File: src/rtl/ram_2d_pkg.sv
// ram_2d_pkg
// Shared definitions for the 2-D RAM raster reader: default array geometry,
// fixed RAM address widths and the scan FSM state type.
package ram_2d_pkg;

  localparam int ROWS_DEF = 64;
  localparam int COLS_DEF = 32;
  localparam int DW_DEF   = 8;

  // RAM address port widths (row / column)
  localparam int AW_A = 6;
  localparam int AW_B = 5;

  typedef enum logic [1:0] {
    ST_IDLE  = 2'd0,
    ST_SCAN  = 2'd1,
    ST_DRAIN = 2'd2
  } scan_state_t;

endpackage

File: src/rtl/ram_scan_fifo2.sv
// ram_scan_fifo2
// Two-entry output FIFO carrying read data plus its end-of-line and
// end-of-frame tags. The producer guarantees it never pushes when full and
// the consumer only pops when count is non-zero.
//
// Ports
//   clk, rst_n        clock, synchronous active-low reset
//   push, push_*      write strobe and entry contents
//   pop               remove head entry
//   head_*            current head entry (stable until popped)
//   count             number of stored entries (0..2)
module ram_scan_fifo2 #(
  parameter int DW = 8
) (
  input  logic          clk,
  input  logic          rst_n,
  input  logic          push,
  input  logic [DW-1:0] push_data,
  input  logic          push_last,
  input  logic          push_eof,
  input  logic          pop,
  output logic [DW-1:0] head_data,
  output logic          head_last,
  output logic          head_eof,
  output logic [1:0]    count
);

  logic [DW-1:0] data_q [2];
  logic [1:0]    last_q;
  logic [1:0]    eof_q;
  logic          wr_ptr;
  logic          rd_ptr;

  always_ff @(posedge clk) begin
    if (!rst_n) begin
      data_q[0] <= '0;
      data_q[1] <= '0;
      last_q    <= '0;
      eof_q     <= '0;
      wr_ptr    <= 1'b0;
      rd_ptr    <= 1'b0;
      count     <= '0;
    end else begin
      if (push) begin
        data_q[wr_ptr] <= push_data;
        last_q[wr_ptr] <= push_last;
        eof_q[wr_ptr]  <= push_eof;
        wr_ptr         <= ~wr_ptr;
      end
      if (pop) begin
        rd_ptr <= ~rd_ptr;
      end
      count <= count + {1'b0, push} - {1'b0, pop};
    end
  end

  assign head_data = data_q[rd_ptr];
  assign head_last = last_q[rd_ptr];
  assign head_eof  = eof_q[rd_ptr];

endmodule

File: src/rtl/ram_2d_raster_reader.sv
// ram_2d_raster_reader
// Scans a ROWS x COLS synchronous-read RAM once per start request and emits
// every word as a valid/ready stream, tagging the end of each line (m_last)
// and the final word of the scan (m_eof).
//
// Ports
//   clk, rst_n               clock, synchronous active-low reset
//   start                    scan request (ignored while busy)
//   busy, done               scan in progress / one-cycle completion pulse
//   ram_cs, ram_wr           RAM read strobe, write enable (always 0)
//   ram_add_a, ram_add_b     row / column address
//   ram_d_out                RAM read data, one cycle after ram_cs
//   m_data, m_valid, m_ready stream handshake
//   m_last, m_eof            end of line / end of scan tags
//
// Optional feature: RAM_SCAN_COL_MAJOR_EN adds input col_major, sampled on an
// accepted start; when set the row address becomes the fast index.
//
// state    | meaning
// ST_IDLE  | waiting for start
// ST_SCAN  | issuing reads while the FIFO has room
// ST_DRAIN | all reads issued, waiting for the final beat to be taken
module ram_2d_raster_reader
  import ram_2d_pkg::*;
#(
  parameter int ROWS = ROWS_DEF,
  parameter int COLS = COLS_DEF,
  parameter int DW   = DW_DEF
) (
  input  logic            clk,
  input  logic            rst_n,
  input  logic            start,
`ifdef RAM_SCAN_COL_MAJOR_EN
  input  logic            col_major,
`endif
  output logic            busy,
  output logic            done,
  output logic            ram_cs,
  output logic            ram_wr,
  output logic [AW_A-1:0] ram_add_a,
  output logic [AW_B-1:0] ram_add_b,
  input  logic [DW-1:0]   ram_d_out,
  output logic [DW-1:0]   m_data,
  output logic            m_valid,
  input  logic            m_ready,
  output logic            m_last,
  output logic            m_eof
);

  localparam logic [AW_A-1:0] A_MAX = AW_A'(ROWS - 1);
  localparam logic [AW_B-1:0] B_MAX = AW_B'(COLS - 1);

  scan_state_t     state_q, state_d;
  logic [AW_A-1:0] add_a_q;
  logic [AW_B-1:0] add_b_q;
  logic            inflight_q;
  logic            infl_last_q;
  logic            infl_eof_q;
  logic            done_q;
  logic            rd_issue;
  logic            pop;
  logic [1:0]      fifo_count;
  logic [2:0]      pending;
  logic            head_last;
  logic            head_eof;
  logic            at_a_max;
  logic            at_b_max;
  logic            line_end;
  logic            scan_end;
  logic            col_mode;

`ifdef RAM_SCAN_COL_MAJOR_EN
  logic col_major_q;

  always_ff @(posedge clk) begin
    if (!rst_n) begin
      col_major_q <= 1'b0;
    end else if (state_q == ST_IDLE && start) begin
      col_major_q <= col_major;
    end
  end

  assign col_mode = col_major_q;
`else
  assign col_mode = 1'b0;
`endif

  assign at_a_max = (add_a_q == A_MAX);
  assign at_b_max = (add_b_q == B_MAX);
  assign line_end = col_mode ? at_a_max : at_b_max;
  assign scan_end = at_a_max && at_b_max;

  assign m_valid = (fifo_count != 2'd0);
  assign pop     = m_valid && m_ready;

  // Slots already committed: stored words plus the read still in flight,
  // less the word leaving this cycle. A new read needs one free slot.
  assign pending = {1'b0, fifo_count} + {2'b00, inflight_q} - {2'b00, pop};

  always_comb begin
    state_d  = state_q;
    rd_issue = 1'b0;
    case (state_q)
      ST_IDLE: begin
        if (start) state_d = ST_SCAN;
      end
      ST_SCAN: begin
        if (pending < 3'd2) begin
          rd_issue = 1'b1;
          if (scan_end) state_d = ST_DRAIN;
        end
      end
      ST_DRAIN: begin
        if (pop && head_eof) state_d = ST_IDLE;
      end
      default: state_d = ST_IDLE;
    endcase
  end

  always_ff @(posedge clk) begin
    if (!rst_n) begin
      state_q     <= ST_IDLE;
      add_a_q     <= '0;
      add_b_q     <= '0;
      inflight_q  <= 1'b0;
      infl_last_q <= 1'b0;
      infl_eof_q  <= 1'b0;
      done_q      <= 1'b0;
    end else begin
      state_q     <= state_d;
      inflight_q  <= rd_issue;
      infl_last_q <= rd_issue && line_end;
      infl_eof_q  <= rd_issue && scan_end;
      done_q      <= (state_q == ST_DRAIN) && pop && head_eof;
      // The final read wraps both indices back to (0,0), so the next scan
      // starts from the origin without reloading the addresses.
      if (rd_issue) begin
        if (col_mode) begin
          if (at_a_max) begin
            add_a_q <= '0;
            add_b_q <= at_b_max ? '0 : add_b_q + AW_B'(1);
          end else begin
            add_a_q <= add_a_q + AW_A'(1);
          end
        end else begin
          if (at_b_max) begin
            add_b_q <= '0;
            add_a_q <= at_a_max ? '0 : add_a_q + AW_A'(1);
          end else begin
            add_b_q <= add_b_q + AW_B'(1);
          end
        end
      end
    end
  end

  ram_scan_fifo2 #(.DW(DW)) u_fifo (
    .clk       (clk),
    .rst_n     (rst_n),
    .push      (inflight_q),
    .push_data (ram_d_out),
    .push_last (infl_last_q),
    .push_eof  (infl_eof_q),
    .pop       (pop),
    .head_data (m_data),
    .head_last (head_last),
    .head_eof  (head_eof),
    .count     (fifo_count)
  );

  assign m_last    = m_valid && head_last;
  assign m_eof     = m_valid && head_eof;
  assign busy      = (state_q != ST_IDLE);
  assign done      = done_q;
  assign ram_cs    = rd_issue;
  assign ram_wr    = 1'b0;
  assign ram_add_a = add_a_q;
  assign ram_add_b = add_b_q;

endmodule

File: config.mk
export PLATFORM = sky130hd
export DESIGN_NAME = ram_2d_raster_reader
export DESIGN_NICKNAME = d
export VERILOG_FILES = /design/src/rtl/ram_2d_pkg.sv /design/src/rtl/ram_scan_fifo2.sv /design/src/rtl/ram_2d_raster_reader.sv
export SDC_FILE = /design/constraint.sdc
export NUM_CORES = 1
export LEC_CHECK = 0
export CORE_MARGIN = 3
export CORE_UTILIZATION = 32
export DETAILED_ROUTE_END_ITERATION = 6
export PLACE_DENSITY = 0.65
export SLEW_MARGIN = 10
export SYNTH_ARGS = -nofsm -noshare
export SYNTH_HDL_FRONTEND = slang
export SYNTH_SLANG_ARGS = --single-unit
File: constraint.sdc
create_clock -name clk -period 6.1 [get_ports clk]
set_clock_uncertainty 0.15 [all_clocks]
set_input_delay 1.83 -clock clk [delete_from_list [all_inputs] [get_ports clk]]
set_output_delay 1.83 -clock clk [all_outputs]
set_load 0.02 [all_outputs]
# [Yosys cells after proc, flatten, opt, wreduce, memory -nomap -nowiden]
# Memories as Yosys holds them, arrays and structs flattened. A register that Yosys moved wholly into a read port is not among the register bits.
# Cells that the tools add are included.
[op_classes] n_addsub=6 mul=0 div_mod_pow=0 magnitude_cmp=4 eq_ne=8 shift=0 n_mux=26 bitwise=2 reduce_logical=16
[op_table] operator="1-bit two-way mux" count=15
[op_table] operator="1-bit logical AND" count=10
[op_table] operator="2-bit two-way mux" count=4
[op_table] operator="8-bit two-way mux" count=1
[op_table] operator="2-bit inequality test, second input constant" count=4
[op_table] operator="8-bit OR reduction" count=1
[op_table] operator="6-bit by 1-bit adder with 6-bit output, second input constant" count=1
[op_table] operator="6-bit == test, second input constant" count=1
[op_table] operator="6-bit two-way mux" count=1
[op_table] operator="2-bit one-hot mux with 3 select lines" count=1
[op_table] operator="5-bit by 1-bit adder with 5-bit output, second input constant" count=1
[op_table] operator="5-bit == test, second input constant" count=1
[op_table] operator="5-bit two-way mux" count=1
[op_table] operator="2-bit bitwise mux" count=2
[op_table] operator="1-bit by 2-bit < comparator with 1-bit output, second input constant" count=2
[op_table] operator="4-bit AND reduction" count=1
[op_table] operator="2-bit nonzero test" count=2
[op_table] operator="2-bit by 1-bit adder with 3-bit output" count=1
[op_table] operator="3-bit by 2-bit < comparator with 1-bit output, second input constant" count=1
[op_table] operator="3-bit by 1-bit subtractor with 3-bit output" count=1
[op_table] operator="2-bit by 1-bit adder with 2-bit output" count=1
[op_table] operator="2-bit by 1-bit == test with 1-bit output, second input constant" count=1
[op_table] operator="2-bit == test, second input constant" count=1
[op_table] operator="2-bit logical NOT" count=1
[op_table] operator="other kinds (5)" count=6
[totals] ff_bits=25 latch_bits=0 ramBits=16 rom_bits=0 inputBits=12 output_inout_bits=26 elab_cells=75 n_memories=1
[mem_list] name="u_fifo.data_q" words=2 width=8 rd=1 rd_ports_with_merged_regs=1 wr=2 line_no="ram_scan_fifo2.sv:28" rtl="logic [DW-1:0] data_q [2];"

# [Longest topological paths before layout]
[depth] ltp_word=7 ltp_mapped=9 depth_no_buf=8

# [Cells and area by module]
# From an unflattened synthesis, not the netlist that was laid out.
[hier_totals] cells_unflattened=190 area_unflattened_um2=1933.1
[by_module_without_submodules] module="ram_scan_fifo2" n_inst=1 cells_each=91 area_each_um2=1101.1 seq_area_each_um2=660.6
[by_module_without_submodules] module="ram_2d_raster_reader" n_inst=1 cells_each=99 area_each_um2=832.0 seq_area_each_um2=340.3

# [Worst setup path after synthesis]
# OpenSTA, ideal clock, no wires.
[synth_timing] kind="in2out" startpoint="input m_ready" endpoint="output ram_cs" arrival_time_ps=3503 t_required_ps=4120 setup_slack_ps=617 cell_stages=7 path_buffers=1 path_cell_list="nand3_1 > o21ai_0 > ha_1 > fa_1 > or3b_1 > clkbuf_1 > nor2_1"
[synth_between] elab_chain_cells=5
[synth_rtl] item="start, declared" line_no="ram_2d_raster_reader.sv:45" rtl="input logic m_ready,"
[synth_rtl] item="1-bit logical AND" line_no="ram_2d_raster_reader.sv:94" rtl="assign pop = m_valid && m_ready;"
[synth_rtl] item="3-bit by 1-bit subtractor with 3-bit output" line_no="ram_2d_raster_reader.sv:98" rtl="assign pending = {1'b0, fifo_count} + {2'b00, inflight_q} - {2'b00, pop};"
[synth_rtl] item="via pending[1]" line_no="ram_2d_raster_reader.sv:63" rtl="logic [2:0] pending;"
[synth_rtl] item="3-bit by 2-bit < comparator with 1-bit output" line_no="ram_2d_raster_reader.sv:108" rtl="if (pending < 3'd2) begin"
[synth_rtl] item="1-bit two-way mux" line_no="ram_2d_raster_reader.sv:108"
[synth_rtl] item="1-bit two-way mux" line_no="ram_2d_raster_reader.sv:103" rtl="case (state_q)"
[synth_rtl] item="end, declared" line_no="ram_2d_raster_reader.sv:38" rtl="output logic ram_cs,"
# The timed path passes the listed nets, and every way through them passes these cells.

# [Worst setup path in the final report]
# Ends and elaborated chain as after synthesis.

==> summary.md <==
| Metric | Value |
|---|---|
| Status | `finished clean` |
| Total wirelength of the detailed-routed design | `3880 um` |
| Achievable frequency | `167 MHz` |
| Share of cells above drive strength 1 | `10.6%` |
| Proportion of synthesized area in mux cells | `6.35%` |
| 1st-iter DRT viols | `87` |
| Actual transition at the worst max-transition pin | `0.662 ns` |
| Synthesis warning total | `0` |
| Switch share | `26.4%` |
| Vertical die dimension | `82.9 um` |
| Share of power burned in combinational logic | `13.9%` |
| CTS HTree Levels | `2` |
| Largest family of logic cells by synthesized area | `simple AND/OR/NAND/NOR gates` |
| Initial antenna violation count | `0` |
| Final hold slack | `0.319 ns` |
| Detail-routed net length per standard cell | `13.4 um` |
| Fin crit share | `98.0%` |
| Post-synth top flop | `sky130_fd_sc_hd__dfxtp_1` |
| Setup violators final | `0` |
| Quantity of I/O buffers inserted on ports | `36` |
| Pwr/cell area | `237 nW/um2` |
| Global routing usage on met2 | `17.6%` |
| Number of diodes | `0` |
| Clock period minus final worst setup slack | `5.98 ns` |
| Clock-pin slew on the worst setup and hold paths | `0.09 ns` |
| Complex-gate fraction of the synthesized area | `11.5%` |
| Critical register-to-register path endpoint | `ram_add_a[3]` |
| Routing layer with the top usage in global route | `met2` |
| DRC errors left | `0` |
| Worst hold path cell count | `1` |
| Internal Pwr Total | `0.424 mW` |
| Global-route track usage on met3 | `3.77%` |
| Reg2reg path depth | `8` |
| Kind of capture point of the worst setup path | `output pin` |
| DP Area | `2340 um2` |
| Reg-to-Reg Start | `u_fifo.count[1]` |
| Effective utilization at floorplan | `33.7%` |
| Growth of design area from synthesis to finish | `28.8%` |
| Horizontal die dimension | `82.9 um` |
| Setup repair after global routing missed its margin | `no` |
| Fraction of registers with async set/reset | `0%` |
| Clock tree root buffer cell | `sky130_fd_sc_hd__clkbuf_8` |
| Largest fanout on the critical path | `3` |
| Worst endpoint required time | `4.12 ns` |
| Overall fraction of global-route tracks in use | `11.7%` |
| Reg power frac | `54.2%` |
| Bufs on Longest Clock Path | `2` |
| Residual antenna-violating net count after detailed routing | `0` |
| Global route overflow | `0` |
| Synth Area per Inst | `10.7 um2` |
| Global placer's final weighted congestion | `0.808` |
| DIE AREA | `6870 um2` |
| Share of total power in the clock network | `31.8%` |
| Kind of launch point of the worst setup path | `input pin` |
| Setup ws final | `0.122 ns` |
| Met1 GRT Util | `15.8%` |
| Area contributors post-synth | `sky130_fd_sc_hd__dfxtp_1 28%, sky130_fd_sc_hd__edfxtp_1 25%, sky130_fd_sc_hd__and2_1 6.0%` |
| Routed via count | `1,460` |
| DP HPWL | `2690 um` |
| Number of max-slew violations in the final report | `0` |
| Post-synth EDFFs | `16` |
| Worst min-delay path category | `register to register` |
| Net switching power of the design | `0.152 mW` |
| Global-route wire length before repair | `6510 um` |
| Design area | `2430 um2` |
| Leading post-synthesis cells by instance count | `26 x sky130_fd_sc_hd__dfxtp_1, 18 x sky130_fd_sc_hd__and2_1, 16 x sky130_fd_sc_hd__edfxtp_1, 11 x sky130_fd_sc_hd__nor2_1, 9 x sky130_fd_sc_hd__nand3_1` |
| Worst slack, placed | `-0.137 ns` |
| Part of the Yosys area used for sequential elements | `52.9%` |
| Core footprint | `5610 um2` |
| Number of search-and-repair iterations in the first detailed-routing pass | `4` |
| Critical Setup Path Class | `input pin to output pin` |
| Net Count, Synth | `194` |
| Slew Limit Headroom | `55.8%` |
| Number of top-level design ports | `38` |
| Count of standard-cell rows | `27` |
| Via count of the first global-routing pass | `1,356` |
| Share of Yosys cell area claimed by the top area cell type | `27.5%` |
| Data arrival time of the critical path | `4.00 ns` |
| Most repeated cell in the gate-level netlist after synthesis | `sky130_fd_sc_hd__dfxtp_1` |
| Largest area contributor in the netlist | `sky130_fd_sc_hd__dfxtp_1` |
| Nets | `234` |
| Total standard cell area after synthesis | `1890 um2` |
| Count of cell types in the netlist | `41` |
| Simple-Gate Fraction of Synth Area | `20.8%` |
| Worst-skew pair later-pin latency | `0.30 ns` |
| Total clock sinks | `42` |
| Drt via density | `5.03` |
| Final Hold Violating Endpoints | `0` |
| Number of flip-flops and latches in the synthesized netlist | `42` |
| End of the worst hold path | `u_fifo.eof_q[1]` |
| Maximum number of pins on one net before global-route repair | `20` |
| Post-synthesis adder-cell area fraction | `3.71%` |
| CTS tree | `done` |
| Number of buffers inserted by hold repair at cts | `0` |
| Power, Total | `0.576 mW` |
| Slack of the worst reg-to-reg path | `3.38 ns` |
| Number of violations of the max-capacitance limit | `0` |
| Post-Synthesis Cells | `177` |
| Max rail drop VDD | `96.2 uV` |
| Startpoint of the tightest hold check path | `infl_eof_q` |
| TritonCTS Buffers | `5` |
| XOR/XNOR share of the synthesized area | `1.39%` |
| Leakage power figure | `0.868 nW` |
[power by group through the flow]
stage	clock (mW)	sequential (mW)	combinational [mW]
2_1_floorplan	0	0.318	0.0441
3_3_place_gp	0	0.319	0.0811
3_5_place_dp	0	0.319	0.0813
4_1_cts	0.191	0.313	0.0814
5_1_grt	0.205	0.314	0.0876
6_report	0.184	0.313	0.0803
[what timing repair did]
item / CTS / global route
endpoints found under the setup margin: 1 / 0
buffers inserted: 0 / 0
resized for setup: 1 / 0
[through the flow]
stage,utilization (%),std cells,setup TNS (ns)
detailed placement,41.8,282,-0.137
global placement,41.8,282,-0.148
floorplan,-,177,0
global route,43.4,290,0
finish,43.4,290,0
CTS,43.4,290,0
[how the worst max path moves through the flow]
stage	start	to	slack, ns	depth (start not counted)
floorplan	m_ready	ram_cs	0.62	7
global placement	m_ready	ram_cs	-0.15	8
detailed placement	m_ready	ram_cs	-0.14	8
CTS	m_ready	ram_cs	0.09	8
global route	m_ready	ram_cs	0.007	8
finish	m_ready	ram_cs	0.12	8
[cells by family (layout without fill, tap and decap cells)]
logic type / after synthesis / in the layout
AO/OA/AOI/OAI: 32 / 32
flip-flops: 42 / 42
adder cells (fa/ha/maj): 5 / 5
buffers and inverters: 14 / 55
XOR/XNOR: 3 / 3
AND/OR/NAND/NOR: 69 / 69
other: 1 / 1
multiplexers: 11 / 11
[state kept, by name, indices dropped and copies added, names as in the netlist, named ones only]
register and flops:
u_fifo.rd_ptr 1, u_fifo.wr_ptr 1, state_q 2, u_fifo.count 2, done 1, u_fifo.eof_q 2
u_fifo.data_q 16, infl_eof_q 1, inflight_q 1, ram_add_a 6, ram_add_b 5, u_fifo.last_q 2
infl_last_q 1
[critical path, cell delays in order]
cell and delay, ns:
sky130_fd_sc_hd__clkdlybuf4s50_1 0.49, sky130_fd_sc_hd__nand3_1 0.09, sky130_fd_sc_hd__o21ai_0 0.10, sky130_fd_sc_hd__ha_1 0.19, sky130_fd_sc_hd__fa_1 0.44, sky130_fd_sc_hd__or3b_1 0.38
sky130_fd_sc_hd__nor2_1 0.12, sky130_fd_sc_hd__dlygate4sd2_1 0.35
[layout make-up]
| type | instances | area (um2) |
|---|---|---|
| clock buffer | 5 | 68.8 |
| clock inverter | 3 | 23.8 |
| fill | 562 | 3170 |
| inverter | 6 | 22.5 |
| multi-input combinational | 121 | 832 |
| sequential | 42 | 1000 |
| tap | 72 | 90.1 |
| timing repair buffer | 41 | 397 |
[per-layer routing]
metal  vias up  routed length (um)  share of wire (%)
met5         -                   0                  0
met2        48                1780                 46
met4         0                  53                1.4
met1       674                1840                 47
li1        732                   -                  -
met3         6                 208                5.4
[placed cells by master (no fill, tap or decap), types with 3 or more instances in the layout]
cell type and instances:
sky130_fd_sc_hd__clkbuf_8 5, sky130_fd_sc_hd__nand3_1 9, sky130_fd_sc_hd__o31ai_1 3, sky130_fd_sc_hd__o311ai_0 3, sky130_fd_sc_hd__mux2_2 8, sky130_fd_sc_hd__nand2_1 7
sky130_fd_sc_hd__o21ai_0 7, sky130_fd_sc_hd__clkdlybuf4s50_1 35, sky130_fd_sc_hd__mux2i_1 3, sky130_fd_sc_hd__nor4_1 5, sky130_fd_sc_hd__a21oi_1 6, sky130_fd_sc_hd__o211ai_1 4
sky130_fd_sc_hd__ha_1 4, sky130_fd_sc_hd__nor2_1 11, sky130_fd_sc_hd__inv_1 5, sky130_fd_sc_hd__nand2b_1 4, sky130_fd_sc_hd__edfxtp_1 16, sky130_fd_sc_hd__nand3b_1 3
sky130_fd_sc_hd__buf_4 5, sky130_fd_sc_hd__and2_1 18, sky130_fd_sc_hd__dfxtp_1 26
No activity file was read; power rests on OpenSTA's default activity.
